===== src/rtl/uart_pkg.sv =====
// uart_pkg: shared ASCII constants, decoder state encoding and the
// nibble-to-ASCII helper used by both the UART encoder and decoder.
package uart_pkg;

    localparam logic [7:0] CHR_CR     = 8'h0D;
    localparam logic [7:0] CHR_LF     = 8'h0A;
    localparam logic [7:0] CHR_R      = 8'h52;
    localparam logic [7:0] CHR_R_LC   = 8'h72;
    localparam logic [7:0] CHR_PROMPT = 8'h3E;

    typedef enum logic [2:0] {
        ST_IDLE   = 3'd0,
        ST_HEX    = 3'd1,
        ST_CMD_R  = 3'd2,
        ST_ERR    = 3'd3,
        ST_DONE_D = 3'd4,
        ST_DONE_R = 3'd5,
        ST_DONE_F = 3'd6
    } dec_state_t;

    // Uppercase hex character for a nibble; the encoder uses this table.
    function automatic logic [7:0] nib_to_ascii(input logic [3:0] nib);
        logic [7:0] wide;
        wide = {4'h0, nib};
        if (nib < 4'd10) begin
            return 8'h30 + wide;
        end
        return 8'h37 + wide;
    endfunction

    // Either line terminator ends a command line.
    function automatic logic is_term(input logic [7:0] chr);
        return (chr == CHR_CR) || (chr == CHR_LF);
    endfunction

endpackage


===== src/rtl/ascii_hex_nib.sv =====
// ascii_hex_nib: combinational ASCII hex character to nibble decoder.
// Define UART_DEC_LOWERCASE_EN to also accept 'a'-'f'.
module ascii_hex_nib (
    input  logic [7:0] char_in,
    output logic [3:0] nibble,
    output logic       is_hex
);

    // Map '0'-'9' and 'A'-'F' (and optionally 'a'-'f') onto 0-15.
    always_comb begin
        nibble = 4'h0;
        is_hex = 1'b0;
        if (char_in >= 8'h30 && char_in <= 8'h39) begin
            nibble = char_in[3:0];
            is_hex = 1'b1;
        end else if (char_in >= 8'h41 && char_in <= 8'h46) begin
            nibble = char_in[3:0] + 4'd9;
            is_hex = 1'b1;
        end
`ifdef UART_DEC_LOWERCASE_EN
        else if (char_in >= 8'h61 && char_in <= 8'h66) begin
            nibble = char_in[3:0] + 4'd9;
            is_hex = 1'b1;
        end
`endif
    end

endmodule


===== src/rtl/uart_dec.sv =====
// uart_dec: parses terminated ASCII lines from the UART receiver into
// data, state-read and failure strobes for the command logic.
// Define UART_DEC_LOWERCASE_EN to accept lowercase hex digits and 'r'.
module uart_dec
    import uart_pkg::*;
#(
    parameter int unsigned MAX_DIGITS  = 8,
    parameter int unsigned TIMEOUT_CYC = 1000000
) (
    input  logic        CLK,
    input  logic        RST_N,
    input  logic [7:0]  RX_DATA,
    input  logic        RX_VALID,
    output logic [31:0] DATA_OUT,
    output logic        DATA_VALID,
    output logic        STATE_R_REQ,
    output logic        FAIL_OUT,
    output logic        BUSY
);

    localparam int unsigned CNT_W = $clog2(MAX_DIGITS + 1);
    localparam int unsigned TO_W  = (TIMEOUT_CYC < 2) ? 1 : $clog2(TIMEOUT_CYC + 1);
    localparam logic [CNT_W-1:0] CNT_MAX  = CNT_W'(MAX_DIGITS);
    localparam logic [TO_W-1:0]  TO_LIMIT = TO_W'(TIMEOUT_CYC);

    dec_state_t       state;
    dec_state_t       cur_state;
    logic [31:0]      acc;
    logic [CNT_W-1:0] cnt;
    logic [TO_W-1:0]  to_cnt;
    logic [3:0]       nib;
    logic             is_hex;
    logic             rx_term;
    logic             rx_rcmd;
    logic             in_line;
    logic             is_done;
    logic             timeout_hit;

    ascii_hex_nib u_nib (
        .char_in (RX_DATA),
        .nibble  (nib),
        .is_hex  (is_hex)
    );

    // Classify the incoming byte and derive state-level flags; a DONE state
    // behaves like IDLE for the byte arriving in it so nothing is dropped.
    always_comb begin
        rx_term = is_term(RX_DATA);
`ifdef UART_DEC_LOWERCASE_EN
        rx_rcmd = (RX_DATA == CHR_R) || (RX_DATA == CHR_R_LC);
`else
        rx_rcmd = (RX_DATA == CHR_R);
`endif
        in_line = (state == ST_HEX) || (state == ST_CMD_R) || (state == ST_ERR);
        is_done = (state == ST_DONE_D) || (state == ST_DONE_R) || (state == ST_DONE_F);
        cur_state   = is_done ? ST_IDLE : state;
        timeout_hit = (TIMEOUT_CYC != 0) && in_line && (to_cnt == TO_LIMIT);
    end

    assign BUSY = (state != ST_IDLE);

    // Line parser FSM with registered strobes; a timeout takes priority
    // over any byte arriving in the same cycle.
    always_ff @(posedge CLK or negedge RST_N) begin
        if (!RST_N) begin
            state       <= ST_IDLE;
            acc         <= '0;
            cnt         <= '0;
            to_cnt      <= '0;
            DATA_OUT    <= '0;
            DATA_VALID  <= 1'b0;
            STATE_R_REQ <= 1'b0;
            FAIL_OUT    <= 1'b0;
        end else begin
            DATA_VALID  <= 1'b0;
            STATE_R_REQ <= 1'b0;
            FAIL_OUT    <= 1'b0;

            case (state)
                ST_DONE_D: begin
                    DATA_OUT   <= acc;
                    DATA_VALID <= 1'b1;
                end
                ST_DONE_R: STATE_R_REQ <= 1'b1;
                ST_DONE_F: FAIL_OUT    <= 1'b1;
                default: ;
            endcase

            if (timeout_hit) begin
                FAIL_OUT <= 1'b1;
                state    <= ST_IDLE;
                acc      <= '0;
                cnt      <= '0;
                to_cnt   <= '0;
            end else begin
                if (RX_VALID || !in_line) begin
                    to_cnt <= '0;
                end else begin
                    to_cnt <= to_cnt + TO_W'(1);
                end

                if (RX_VALID) begin
                    case (cur_state)
                        ST_IDLE: begin
                            if (rx_term) begin
                                state <= ST_IDLE;
                            end else if (is_hex) begin
                                state <= ST_HEX;
                                acc   <= {28'h0, nib};
                                cnt   <= CNT_W'(1);
                            end else if (rx_rcmd) begin
                                state <= ST_CMD_R;
                            end else begin
                                state <= ST_ERR;
                            end
                        end
                        ST_HEX: begin
                            if (is_hex) begin
                                if (cnt == CNT_MAX) begin
                                    state <= ST_ERR;
                                end else begin
                                    acc <= {acc[27:0], nib};
                                    cnt <= cnt + CNT_W'(1);
                                end
                            end else if (rx_term) begin
                                state <= ST_DONE_D;
                            end else begin
                                state <= ST_ERR;
                            end
                        end
                        ST_CMD_R: begin
                            state <= rx_term ? ST_DONE_R : ST_ERR;
                        end
                        ST_ERR: begin
                            if (rx_term) begin
                                state <= ST_DONE_F;
                            end
                        end
                        default: state <= ST_IDLE;
                    endcase
                end else if (is_done) begin
                    state <= ST_IDLE;
                end
            end
        end
    end

endmodule

===== config.mk =====
export PLATFORM = sky130hd
export DESIGN_NAME = uart_dec
export DESIGN_NICKNAME = d
export VERILOG_FILES = /design/src/rtl/uart_pkg.sv /design/src/rtl/ascii_hex_nib.sv /design/src/rtl/uart_dec.sv
export SDC_FILE = /design/constraint.sdc
export NUM_CORES = 1
export LEC_CHECK = 0
export BUFFER_PORTS_ARGS = -buffer_cell sky130_fd_sc_hd__buf_2
export CORE_MARGIN = 2
export CORE_UTILIZATION = 45
export DETAILED_ROUTE_END_ITERATION = 8
export GPL_TIMING_DRIVEN = 0
export PLACE_DENSITY_LB_ADDON = 0.25
export RECOVER_POWER = 25
export SYNTH_ARGS = -nofsm -noshare
export SYNTH_HDL_FRONTEND = slang
export SYNTH_SLANG_ARGS = --single-unit

===== constraint.sdc =====
create_clock -name CLK -period 6.06 [get_ports CLK]
set_clock_uncertainty 0.1 [all_clocks]
set_input_delay 0.303 -clock CLK [delete_from_list [all_inputs] [get_ports CLK]]
set_output_delay 0.303 -clock CLK [all_outputs]
set_load 0.01 [all_outputs]

Word-level counts from Yosys, hierarchy flattened
Index checks and enable logic that the tools add are counted.
{"block": "word_totals", "register_bits": 94, "inputBits": 11, "out_inout_bits": 36, "wordCells": 87}
{"block": "classes", "n_addsub": 3, "n_lt_le_gt_ge": 4, "n_eq_ne": 20, "muxes": 36, "reduce_logical": 16}
{"op": "$mux W32", "n": 6}
{"op": "$pmux W32 S2", "n": 1}
{"op": "$mux W20", "n": 2}
{"op": "$mux W4", "n": 8}
{"op": "$mux W3", "n": 8}
{"op": "$add A20 B1 Y20 const B", "n": 1}
{"op": "$eq A20 B20 Y1 const B", "n": 1}
{"op": "$eq A8 B4 Y1 const B", "n": 2}
{"op": "$eq A3 B2 Y1 const B", "n": 4}
{"op": "$ne A3 B3 Y1 const B", "n": 4}
{"op": "$pmux W3 S4", "n": 1}
{"op": "$eq A3 B3 Y1 const B", "n": 3}
{"op": "$eq A8 B7 Y1 const B", "n": 1}
{"op": "$ge A8 B6 Y1 const B", "n": 1}
{"op": "$ge A8 B7 Y1 const B", "n": 1}
{"op": "$le A8 B6 Y1 const B", "n": 1}
{"op": "$le A8 B7 Y1 const B", "n": 1}
{"op": "$pmux W4 S2", "n": 1}
{"op": "$mux W1", "n": 7}
{"op": "$eq A3 B1 Y1 const B", "n": 2}
{"op": "$logic_or A1 B1 Y1", "n": 6}
{"op": "$reduce_and A6 Y1", "n": 1}
{"op": "$reduce_bool A3 Y1", "n": 2}
{"op": "$ne A5 B5 Y1 const B", "n": 1}
{"op": "other kinds (10)", "n": 13}

Depth between registers and ports, before layout
Gate-level depths: netlist of the first run.
{"block": "logic_depth", "depth_word": 9, "mapped_depth": 8, "mapped_depth_nobuf": 7}

Modules after synthesis
A second synthesis of the first run with hierarchy kept.
{"block": "hier_totals", "hier_cells": 409, "hier_area_um2": 4326.6}
{"module": "uart_dec", "n_inst": 1, "cells_each": 385, "area_per_inst_um2": 4155.2, "seq_area_each_um2": 2352.3}
{"module": "ascii_hex_nib", "n_inst": 1, "cells_each": 24, "area_per_inst_um2": 171.4, "seq_area_each_um2": 0.0}

Least setup slack after synthesis of the first run
OpenSTA, ideal clock, no wires.
{"block": "synth_path", "path_kind": "input to register", "start": "input RX_DATA[1]", "end": "register cnt[3]", "setup_ns": 0.121, "t_arrival_ns": 1.999, "t_required_ns": 5.839, "setup_slack_ns": 3.840, "stages": 8, "path_buffers": 1, "path_cell_list": "inv_1 -> ha_1 -> o21bai_1 -> a2111oi_4 -> o21a_1 -> a21oi_2 -> buf_4 -> a22o_1"}
{"block": "synth_between", "elab_chain_len": 6, "word_cells_on_any_way": 15, "classes_between": "4 x order compare; 5 x eq/ne; 2 x mux; 4 x reduce/logical"}
{"element": "start, declared", "line": "uart_dec.sv:12", "source": "input logic [7:0] RX_DATA,"}
{"element": "$ge A8 B7 Y1 or $le A8 B7 Y1 (tied branches)", "line": "ascii_hex_nib.sv:16", "source": "end else if (char_in >= 8'h41 && char_in <= 8'h46) begin"}
{"element": "$logic_and A1 B1 Y1", "line": "ascii_hex_nib.sv:16"}
{"element": "$mux W1", "line": "ascii_hex_nib.sv:16"}
{"element": "$mux W1", "line": "ascii_hex_nib.sv:13", "source": "if (char_in >= 8'h30 && char_in <= 8'h39) begin"}
{"element": "$ne A3 B3 Y1 (no source line)"}
{"element": "$reduce_and A6 Y1 (no source line) (*)"}
{"element": "end signal, assigned", "line": "uart_dec.sv:123", "source": "cnt <= cnt + CNT_W'(1);"}
{"element": "end, declared", "line": "uart_dec.sv:29", "source": "logic [CNT_W-1:0] cnt;"}
Every way passes the cells marked *; elsewhere a longest branch is shown, timed or not.
A chain may end at the register's enable or synchronous reset.

==> results of run 1 <==
[sequential cells by signal (all words and copies together) (netlist names)]
register and cells:
cnt 4, state 3, acc 32, to_cnt 20, DATA_VALID 1, DATA_OUT 32, FAIL_OUT 1, STATE_R_REQ 1
[how the worst max path moves through the flow]
stage          startpoint      endpoint  slack (ns)  cells after the start
3_3_place_gp     state[2]  DATA_OUT[25]        3.37                      5
2_1_floorplan  RX_DATA[1]        cnt[3]        3.84                      8
5_1_grt             RST_N    to_cnt[15]        2.79                      2
6_report            RST_N    to_cnt[15]        3.30                      2
4_1_cts          state[2]   DATA_OUT[5]        3.26                      5
3_5_place_dp     state[2]   DATA_OUT[5]        3.26                      5
[cells in the final DEF, fill, tap and decap left out, types with 3 or more instances in the layout]
master    instances
dfrtp_1          94
o21ai_0           4
buf_2            34
a22o_1           30
clkbuf_8          9
nand2b_1          4
nor2b_1           3
nor3b_1           5
nand4_1           3
a21oi_1           8
o21a_1            3
nor4_1            3
nand2_1          15
nor3_1            8
and3_1            4
clkbuf_1         25
or4_1             4
nor2_1           30
buf_4             3
xor2_1            9
ha_1              9
nand3_1           8
inv_1            12
a211oi_1          3
mux2_2           32
xnor2_1          13
[power by group]
group / switching [uW] / leakage [uW] / total (uW) / internal (uW)
clock: 223 / 0.000113 / 460 / 237
combinational: 174 / 0.000870 / 290 / 116
sequential: 37.8 / 0.00129 / 714 / 676
total: 436 / 0.00228 / 1460 / 1030
[area by class of cell]
class | count | area (um2) | area share
inverters | 12 | 45.0 | 0.00933
plain buffers | 16 | 75.1 | 0.0155
multi-input cells | 228 | 1750 | 0.363
clock inverters | 6 | 93.8 | 0.0194
flip-flops and latches | 94 | 2350 | 0.487
repair buffers | 47 | 245 | 0.0508
clock buffers | 10 | 128 | 0.0264
well taps | 111 | 139 | 0.0288
[cell families after synthesis]
| logic type | after synthesis | synth area share |
|---|---|---|
| buffers and inverters | 28 | 0.0284 |
| DFF | 94 | 0.557 |
| adders and majority gates | 10 | 0.0290 |
| and+or+nand+nor | 100 | 0.132 |
| xor gates and xnor gates | 22 | 0.0456 |
| AOI/OAI and AO/OA | 62 | 0.118 |
| muxes | 34 | 0.0900 |
[timing repair]
action / in CTS / in global routing
hold buffers: 1 / 0
hold endpoints to repair: 43 / 0
resized for setup: 0 / 0
[per-layer routing]
layer  up-vias  GRT usage  share of wire
li1       1367          -              -
met1      1409      0.239           0.49
met2        56      0.261           0.47
met3        10     0.0354          0.034
met4         0     0.0537          0.015
met5         -          0              0
[tightest hold or removal path, cell delays in order]
cell and delay [ns]:
buf_2 0.14, xnor2_1 0.14, a211oi_1 0.07
[through the flow]
| stage | area [um2] | worst slack (ns) | std cells |
|---|---|---|---|
| CTS | 4850 | 3.26 | 524 |
| global placement | 4590 | 3.37 | 506 |
| finish | 4830 | 3.30 | 524 |
| detailed placement | 4620 | 3.26 | 507 |
| global route | 4830 | 2.79 | 524 |
| floorplan | 4220 | 3.84 | 350 |
==> summary.md, run 1 <==
| Metric | Value |
|---|---|
| Post-layout util | 0.528 |
| Wire per inst | 14.8 um |
| Core ar. | 9150 um2 |
| Starting Density | 0.462 |
| Pin count of the biggest net entering global routing | 52 |
| Total Wirelength | 7770 um |
| Crit path kind | in -> async |
| Site Rows | 35 |
| CP max-delay cell | clkbuf_1 |
| Hold Crit Endpoint | acc[3] |
| Tot GR Track Use | 0.169 |
| Die Span X | 101 um |
| Crit Reg-Reg Endpoint | DATA_OUT[5] |
| Vias in the first global route | 2761 |
| Top-Level Pins | 47 |
| Worst reg2reg startpoint | state[2] |
| Initial DRC count | 101 |
| Chip Height | 101 um |
| Min-delay src | RX_DATA[3] |
| Slew @ Worst Pin | 2.48 ns |
| Placer Congestion | 0.730 |
| Clk buf depth | 2 |
| Final HPWL from detailed placement | 5550 um |
| Worst Hold Slack | 0.231 ns |
| Die area | 10200 um2 |
| Worst R2R Path Depth | 5 |
| Crit path max-delay family | buffers and inverters |
| Max_slew headroom | -0.654 |
| Maxcap violations | 1 |
| Worst stage delay on the critical path | 1.75 ns |
| Netlist cell types | 50 |
| Post-route antenna net violation count | 0 |
| CTS tree | yes |
| Critical Path Start Type | input pin |
| Clock root cell | clkbuf_8 |
| DRC violations left | 0 |
| Violated checks | max-capacitance violations, max-slew violations |
| Top cell type by total area after synthesis | dfrtp_1 |
| Sequential share of the synthesized area | 0.557 |
| Largest cells by area after synthesis | dfrtp_1 56%, mux2_2 8.5%, a22o_1 6.2% |
| Final period util | 0.455 |
| Most frequent cell after synthesis | dfrtp_1 |
| Req. time, crit path | 5.91 ns |
| Slew Viols, Final | 44 |
| H-Tree Depth | 3 |
| Area of the mapped netlist | 4220 um2 |
| Clock Sinks | 94 |
| Setup TNS Final | 0 ns |
| Worst skew pair latency | 0.36 ns |
| Worst hold stages | 3 |
| Peak VDD IR | 0.159 mV |
| PnR Total Power | 1460 uW |
| Worst hold path type | in -> reg |
| Seq cells post-synth | 94 |
| Commonest cells post-synth | 94 x dfrtp_1, 32 x mux2_2, 30 x a22o_1, 30 x nor2_1, 15 x nand2_1 |
| Final hold vios | 0 |
| Nets | 428 |
| Final worst path period need | 2.76 ns |
| Asr flop ratio synth | 1.00 |
| Number of buffers created by CTS | 9 |
| Power Density | 303 nW/um2 |
| Avg Inst Size Synth | 12.1 um2 |
| Yosys top cell area share | 0.557 |
| Max Freq | 362 MHz |
| Synth warn | 0 |
| RSZ-0062 raised after global routing | false |
| Final setup fails | 0 |
| Clock transition at the registers of the reported paths | 0.09 ns |
| Leakage | 0.00228 uW |
| Post-synth EDFFs | 0 |
| First-pass GRT wire length | 13500 um |
| Fill cells | 811 |
| Vias per inst | 5.42 |
| TritonRoute pass-1 iters | 4 |
| Net Count, Synth | 370 |
| Crit path cell chain | dlygate4sd3_1 > clkbuf_1 |
| Top FF cell, synth | dfrtp_1 |
| Total grt overflow | 0 |
| Setup bufs post-CTS | 0 |
| Worst reg2reg setup slack | 3.40 ns |
| Critical Path AT | 2.61 ns |
| Port Buffers | 45 |
| Worst-path fanout max | 44 |
| Outcome | finished with violations |
| Initial antenna violation count | 0 |
| Layout cells sized above 1 | 0.230 |
| Synth-to-layout area growth | 14.3% |
| Mapped Cells | 350 |
| Via count | 2842 |
| Buf/Inv on CP | 2 |
| N_diodes | 0 |
| Crit. End Element | asynchronous set/reset pin |
No activity file was read; power rests on OpenSTA's default activity.
==> inputs of run 2 (changes only) <==
ABC_AREA = 1   (was unset)
clock period = 2.64 ns   (was 6.06 ns; I/O delays follow)
==> summary.md, run 2 <==
| Metric | Value |
|---|---|
| Nets | 648 (+51%) |
| Die area | 11200 um2 (+10%) |
| Hold-fix buffers, CTS | 1 (unchanged) |
| Post-synth EDFFs | 0 (unchanged) |
| Asr flop ratio synth | 1.00 (unchanged) |
| Post-CTS sizing | 0 (unchanged) |
| Final worst path period need | 1.98 ns |
| Leakage | 0.00265 uW (+16%) |
| Max_slew headroom | 0.0433 (+0.697) |
| Vias in the first global route | 3631 (+32%) |
| Most frequent cell after synthesis | nand2_1 |
| Clock Sinks | 94 (unchanged) |
| Vias per inst | 5.05 (-6.9%) |
| Synth warn | 0 (unchanged) |
| Via count | 3884 (+37%) |
| Pre-CTS WS | 0.727 ns (-2.53 ns) |
| Setup WS post-layout | 0.664 ns (-2.64 ns) |
| Logic gate share of total power | 0.354 (+0.156) |
| Setup TNS Final | 0 ns (unchanged) |
| Crit. End Element | flip-flop |
| Total grt overflow | 0 (unchanged) |
| Initial DRC count | 268 (+170%) |
| Sequential share of power | 0.465 (-0.022) |
| Pin count of the biggest net entering global routing | 72 (+38%) |
| Max Freq | 506 MHz |
| Peak VDD IR | 0.431 mV (+170%) |
| N_diodes | 0 (unchanged) |
| Sequential share of the synthesized area | 0.503 (-0.0537) |
| Site Rows | 37 (+5.7%) |
| Slew @ Worst Pin | 1.44 ns (-1.05 ns) |
| Top FF cell, synth | dfrtp_1 |
| Starting Density | 0.459 (-0.00255) |
| Final period util | 0.749 |
| Total Wirelength | 9790 um (+26%) |
| H-Tree Depth | 3 (unchanged) |
| RSZ-0062 raised after global routing | false |
| Worst-path fanout max | 4 (-91%) |
| Commonest cells post-synth | 204 x nand2_1, 94 x dfrtp_1, 50 x nor2_1, 49 x nand3_1, 37 x inv_1 |
| Net Count, Synth | 589 (+59%) |
| Initial antenna violation count | 0 (unchanged) |
| Number of buffers created by CTS | 9 (unchanged) |
| Area of the mapped netlist | 4670 um2 (+11%) |
| Worst skew pair latency | 0.37 ns (about the same) |
| Final setup fails | 0 (unchanged) |
| Req. time, crit path | 2.80 ns (-3.11 ns) |
| Clock transition at the registers of the reported paths | 0.09 ns (about the same) |
| Maxcap violations | 0 (-1) |
| Commonest non-fill, non-tap cell in the layout | nand2_1 |
| Core ar. | 10200 um2 (+11%) |
| Top cell type by total area after synthesis | dfrtp_1 |
| Yosys top cell area share | 0.503 (-0.0537) |
| Critical Path AT | 2.13 ns (-0.48 ns) |
| Int Pwr | 2990 uW (+190%) |
| Wire per inst | 12.7 um (-14%) |
| CTS tree | yes |
| Synth-to-layout area growth | 13.2% |
| TritonRoute pass-1 iters | 5 (+1) |
| Avg Inst Size Synth | 8.22 um2 (-32%) |
| Die Span X | 106 um (+5.0%) |
| Commonest cells after routing, fill and taps aside | 204 x nand2_1, 94 x dfrtp_1, 50 x nor2_1, 49 x nand3_1, 46 x buf_2 |
| Regs by FF count | DATA_OUT (32), acc (32), to_cnt (20) |
| Switching Fraction | 0.398 (+0.100) |
| Final hold vios | 0 (unchanged) |
| Largest cells by area after synthesis | dfrtp_1 50%, nand2_1 16%, o21ai_2 5.6% |
| Setup bufs post-CTS | 0 (unchanged) |
| Seq cells post-synth | 94 (unchanged) |
| Post-route antenna net violation count | 0 (unchanged) |
| Tot GR Track Use | 0.185 (+0.0162) |
| Layout cells sized above 1 | 0.177 (-0.0531) |
| Clk pwr share | 0.181 (-0.133) |
| Port Buffers | 46 (+2.2%) |
| Top-Level Pins | 47 (unchanged) |
| Sw Pwr | 1980 uW (+350%) |
| Crit path kind | reg -> reg |
| Slew Viols, Final | 0 (-100%) |
| PnR Total Power | 4970 uW (+240%) |
| Clk buf depth | 2 (unchanged) |
| Clock root cell | clkbuf_8 |
| Chip Height | 106 um (+5.0%) |
| Outcome | finished clean |
| Fill cells | 999 (+23%) |
| First-pass GRT wire length | 16800 um (+24%) |
| Critical Path Start Type | flip-flop |
| Placer Congestion | 0.921 (+26%) |
| Mapped Cells | 569 (+63%) |
| Power Density | 939 nW/um2 (+210%) |
| DRC violations left | 0 (unchanged) |
| Worst hold path type | in -> reg |
| Netlist cell types | 34 (-32%) |
| Final HPWL from detailed placement | 7080 um (+28%) |
| Post-layout util | 0.520 (-0.00815) |
-- run 2: cell count changes after synthesis, moves of 25 or more --
cell and delta:
nand2_1 +189, inv_1 +25, o21ai_2 +29, mux2_2 -32, nand3_1 +41, a22o_1 -30
-- run 2: area by class of cell --
class | count | area, um2 | area share
clock inverters | 7 | 56.3 | 0.0106
clock buffers | 9 | 124 | 0.0234
flip-flops and latches | 94 | 2350 | 0.445
plain buffers | 20 | 121 | 0.0229
inverters | 44 | 168 | 0.0317
repair buffers | 48 | 267 | 0.0504
multi-input cells | 411 | 2030 | 0.384
well taps | 136 | 170 | 0.0322
-- run 2: cells by family after synthesis --
logic type / synth area share
buf+inv: 0.0618
flops: 0.503
xor+xnor: 0.0225
compound gates: 0.0835
fa+ha+maj: 0.0241
simple gates: 0.305
-- run 2: through the flow --
stage                     hold WS [ns]  std cells  area, um2
after floorplan                 -0.264        569       4670
after global placement           0.347        751       5070
after detailed placement       -0.0327        752       5100
after CTS                       0.0622        769       5300
after global routing            0.0973        769       5290
final                           0.0736        769       5290
-- run 2: critical path, stage by stage, from the launching register on --
cell	delay, ns
dfrtp_1	0.38
inv_1	0.08
nor3_1	0.48
nand2_1	0.23
inv_1	0.13
nand2_1	0.08
nor2_1	0.19
nand3_1	0.09
nand2_1	0.07
nor2_1	0.04
-- run 2: final timing paths --
check	from	endpoint	slack, ns	cells past startpoint
worst max-delay path	to_cnt[2]	to_cnt[13]	0.66	9
worst max register to register	to_cnt[2]	to_cnt[13]	0.66	9
worst min register to register	to_cnt[0]	to_cnt[0]	0.36	1
min in group asynchronous	RST_N	DATA_OUT[28]	0.53	2
worst min-delay path	RX_VALID	acc[3]	0.07	4
max in group asynchronous	RST_N	cnt[1]	0.93	3
-- run 2: metal layers --
layer | GRT usage | vias up | share of wire
li1 | - | 1941 | -
met1 | 0.267 | 1831 | 0.49
met3 | 0.0319 | 12 | 0.041
met4 | 0.0602 | 0 | 0.013
met5 | 0 | - | 0
met2 | 0.285 | 100 | 0.45
-- run 2: power groups by stage --
stage               clock network, uW  registers [uW]  logic (uW)
CTS                               928            2320        1780
floorplan                           0            2390        1120
global placement                    0            2330        1730
finish                            897            2310        1760
global route                      978            2390        2030
detailed placement                  0            2350        1770
==> inputs of run 3 (changes only) <==
clock period = 1.7 ns   (was 2.64 ns; I/O delays follow)
==> summary.md, run 3 (same netlist as run 2, synthesis figures left out) <==
| Metric | Value |
|---|---|
| Outcome | finished with violations |
| Violated checks | negative setup slack |
| CP Launch Point | to_cnt[1] |
| Cell count after placement | 752 (unchanged) |
| Via count | 4089 (+5.3%) |
| Maxcap violations | 0 (unchanged) |
| Fill cells | 928 (-7.1%) |
| Max_slew headroom | 0.570 (+0.527) |
| Total Wirelength | 11000 um (+13%) |
| CP max-delay cell | dfrtp_1 |
| Clock Sinks | 94 (unchanged) |
| CTS tree | yes |
| Nets | 679 (+4.8%) |
| Clk buf depth | 2 (unchanged) |
| Post-route antenna net violation count | 0 (unchanged) |
| Final setup fails | 34 (+34) |
| Clock transition at the registers of the reported paths | 0.10 ns (about the same) |
| Regs by FF count | DATA_OUT (32), acc (32), to_cnt (20) |
| Crit path max-delay family | simple AND/OR/NAND/NOR gates |
| Number of buffers created by CTS | 9 (unchanged) |
| Port Buffers | 46 (unchanged) |
| Max Freq | 560 MHz (+11%) |
| Register area | 2360 um2 (+0.32%) |
| Crit path kind | reg -> reg |
| Worst reg2reg setup slack | -0.09 ns (-0.75 ns) |
| Crit Reg-Reg Endpoint | acc[24] |
| Multi-input gate area | 2300 um2 (+13%) |
| Final HPWL from detailed placement | 7080 um (unchanged) |
| Starting Density | 0.459 (unchanged) |
| Initial DRC count | 270 (+0.75%) |
| Final std cells w/o fill | 800 (+4.0%) |
| Placer Congestion | 0.921 (unchanged) |
| Worst skew pair latency | 0.37 ns (about the same) |
| Final hold vios | 0 (unchanged) |
| Final instance area | 5930 um2 (+12%) |
| Initial antenna violation count | 0 (unchanged) |
| Core ar. | 10200 um2 (unchanged) |
| First-pass GRT wire length | 17400 um (+3.6%) |
| Worst reg2reg startpoint | to_cnt[1] |
| Crit. End Element | flip-flop |
| Setup WS post-layout | -0.0850 ns (-0.749 ns) |
| Total grt overflow | 0 (unchanged) |
| Post-layout util | 0.583 (+0.0631) |
| Post-DP Area | 5100 um2 (unchanged) |
| TritonRoute pass-1 iters | 5 (unchanged) |
| Die Span X | 106 um (unchanged) |
| RSZ-0062 raised after global routing | true |
| N_diodes | 0 (unchanged) |
| Tot GR Track Use | 0.191 (+0.00639) |
| Worst hold path type | in -> reg |
| Leakage | 0.00295 uW (+11%) |
| Pin count of the biggest net entering global routing | 72 (unchanged) |
| Worst Hold Slack | 0.0139 ns (-0.0597 ns) |
| Clock root cell | clkbuf_8 |
| Commonest cells after routing, fill and taps aside | 175 x nand2_1, 88 x dfrtp_1, 48 x nand3_1, 46 x buf_2, 41 x nor2_1 |
| Top-Level Pins | 47 (unchanged) |
| Wire per inst | 13.8 um (+8.3%) |
| Final period util | 1.05 (+0.301) |
| Worst R2R Path Depth | 10 (+1) |
| Crit path cell chain | inv_2 > ha_4 > nand2_4 > nor3_4 > nand3_4 > nand2_8 > clkinv_8 > clkbuf_16 > nand2_2 > o21ai_2 |
| H-Tree Depth | 3 (unchanged) |
| Pre-CTS WS | -0.213 ns (-0.940 ns) |
| Critical Path AT | 1.96 ns (-0.17 ns) |
| Slew @ Worst Pin | 0.645 ns (-0.790 ns) |
| Worst-path fanout max | 6 (+2) |
| Chip Height | 106 um (unchanged) |
| Worst hold stages | 3 (-1) |
| Peak VDD IR | 0.676 mV (+57%) |
| Critical Path Start Type | flip-flop |
| Termination of the worst setup path | acc[24] |
| Worst stage delay on the critical path | 0.41 ns (-0.07 ns) |
| Power Density | 1410 nW/um2 (+50%) |
| Vias in the first global route | 3776 (+4.0%) |
| Site Rows | 37 (unchanged) |
| Slew Viols, Final | 0 (unchanged) |
| Req. time, crit path | 1.87 ns (-0.93 ns) |
| Die area | 11200 um2 (unchanged) |
| Commonest non-fill, non-tap cell in the layout | nand2_1 |
| Layout cells sized above 1 | 0.330 (+0.153) |
| DRC violations left | 0 (unchanged) |
| Vias per inst | 5.11 (+1.2%) |
| Final worst path period need | 1.79 ns (-0.191 ns) |
| WP depth | 10 (+1) |
| Synth-to-layout area growth | 27.0% |
| Buf/Inv on CP | 3 (+1) |
==> run 3: cell count changes in the layout (fill, tap and decap cells not counted), sizes merged <==
| cell | before | now |
|---|---|---|
| buf | 53 | 80 |
| clkbuf | 23 | 26 |
| inv | 46 | 47 |
==> run 3: worst min-delay path by stage <==
stage,from,to,slack (ns)
finish,RX_DATA[2],acc[2],0.01
detailed placement,RST_N,DATA_OUT[28],-0.08
CTS,RX_DATA[2],acc[2],0.007
floorplan,RST_N,DATA_OUT[0],-0.31
global route,RX_DATA[2],acc[2],0.03
global placement,to_cnt[0],to_cnt[0],0.35
==> run 3: layer usage <==
layer	part of all wire	global-route usage	vias up
li1	-	-	2003
met1	0.46	0.265	1958
met2	0.48	0.307	108
met3	0.042	0.0325	20
met4	0.018	0.0639	0
met5	0	0	-
==> run 3: stage by stage <==
step / total power, uW / TNS, ns
6_report: 8370 / -2.03
3_5_place_dp: 6400 / -11.94
3_3_place_gp: 6300 / -54.46
5_1_grt: 9010 / -6.81
2_1_floorplan: 5460 / 0
4_1_cts: 8060 / -0.444
==> run 3: final cells by class <==
cell class | instances | area share
Tap cell | 136 | 0.0287
Clock inverter | 7 | 0.00949
Sequential cell | 94 | 0.398
Inverter | 44 | 0.0304
Buffer | 20 | 0.0331
Clock buffer | 9 | 0.0209
Multi-Input combinational cell | 411 | 0.388
Timing Repair inverter | 1 | 0.00148
Timing Repair Buffer | 78 | 0.0904
==> run 3: where the power goes <==
group / switching [uW] / internal [uW]
Sequential: 648 / 3040
Clock: 866 / 549
Combinational: 1880 / 1390
==> run 3: tightest hold or removal path, delay by kind of cell <==
family          cells  cell delay, ns
buf+inv             1            0.15
compound gates      1            0.13
xor+xnor            1            0.08
==> run 3: what timing repair did <==
item | in CTS | in global routing
gates resized for setup | 60 | 67
pin swaps | 6 | 12
gates cloned | 0 | 4
hold endpoints to repair | 94 | 0
hold buffers | 1 | 0
endpoints found under the setup margin | 81 | 81
setup buffers | 15 | 12
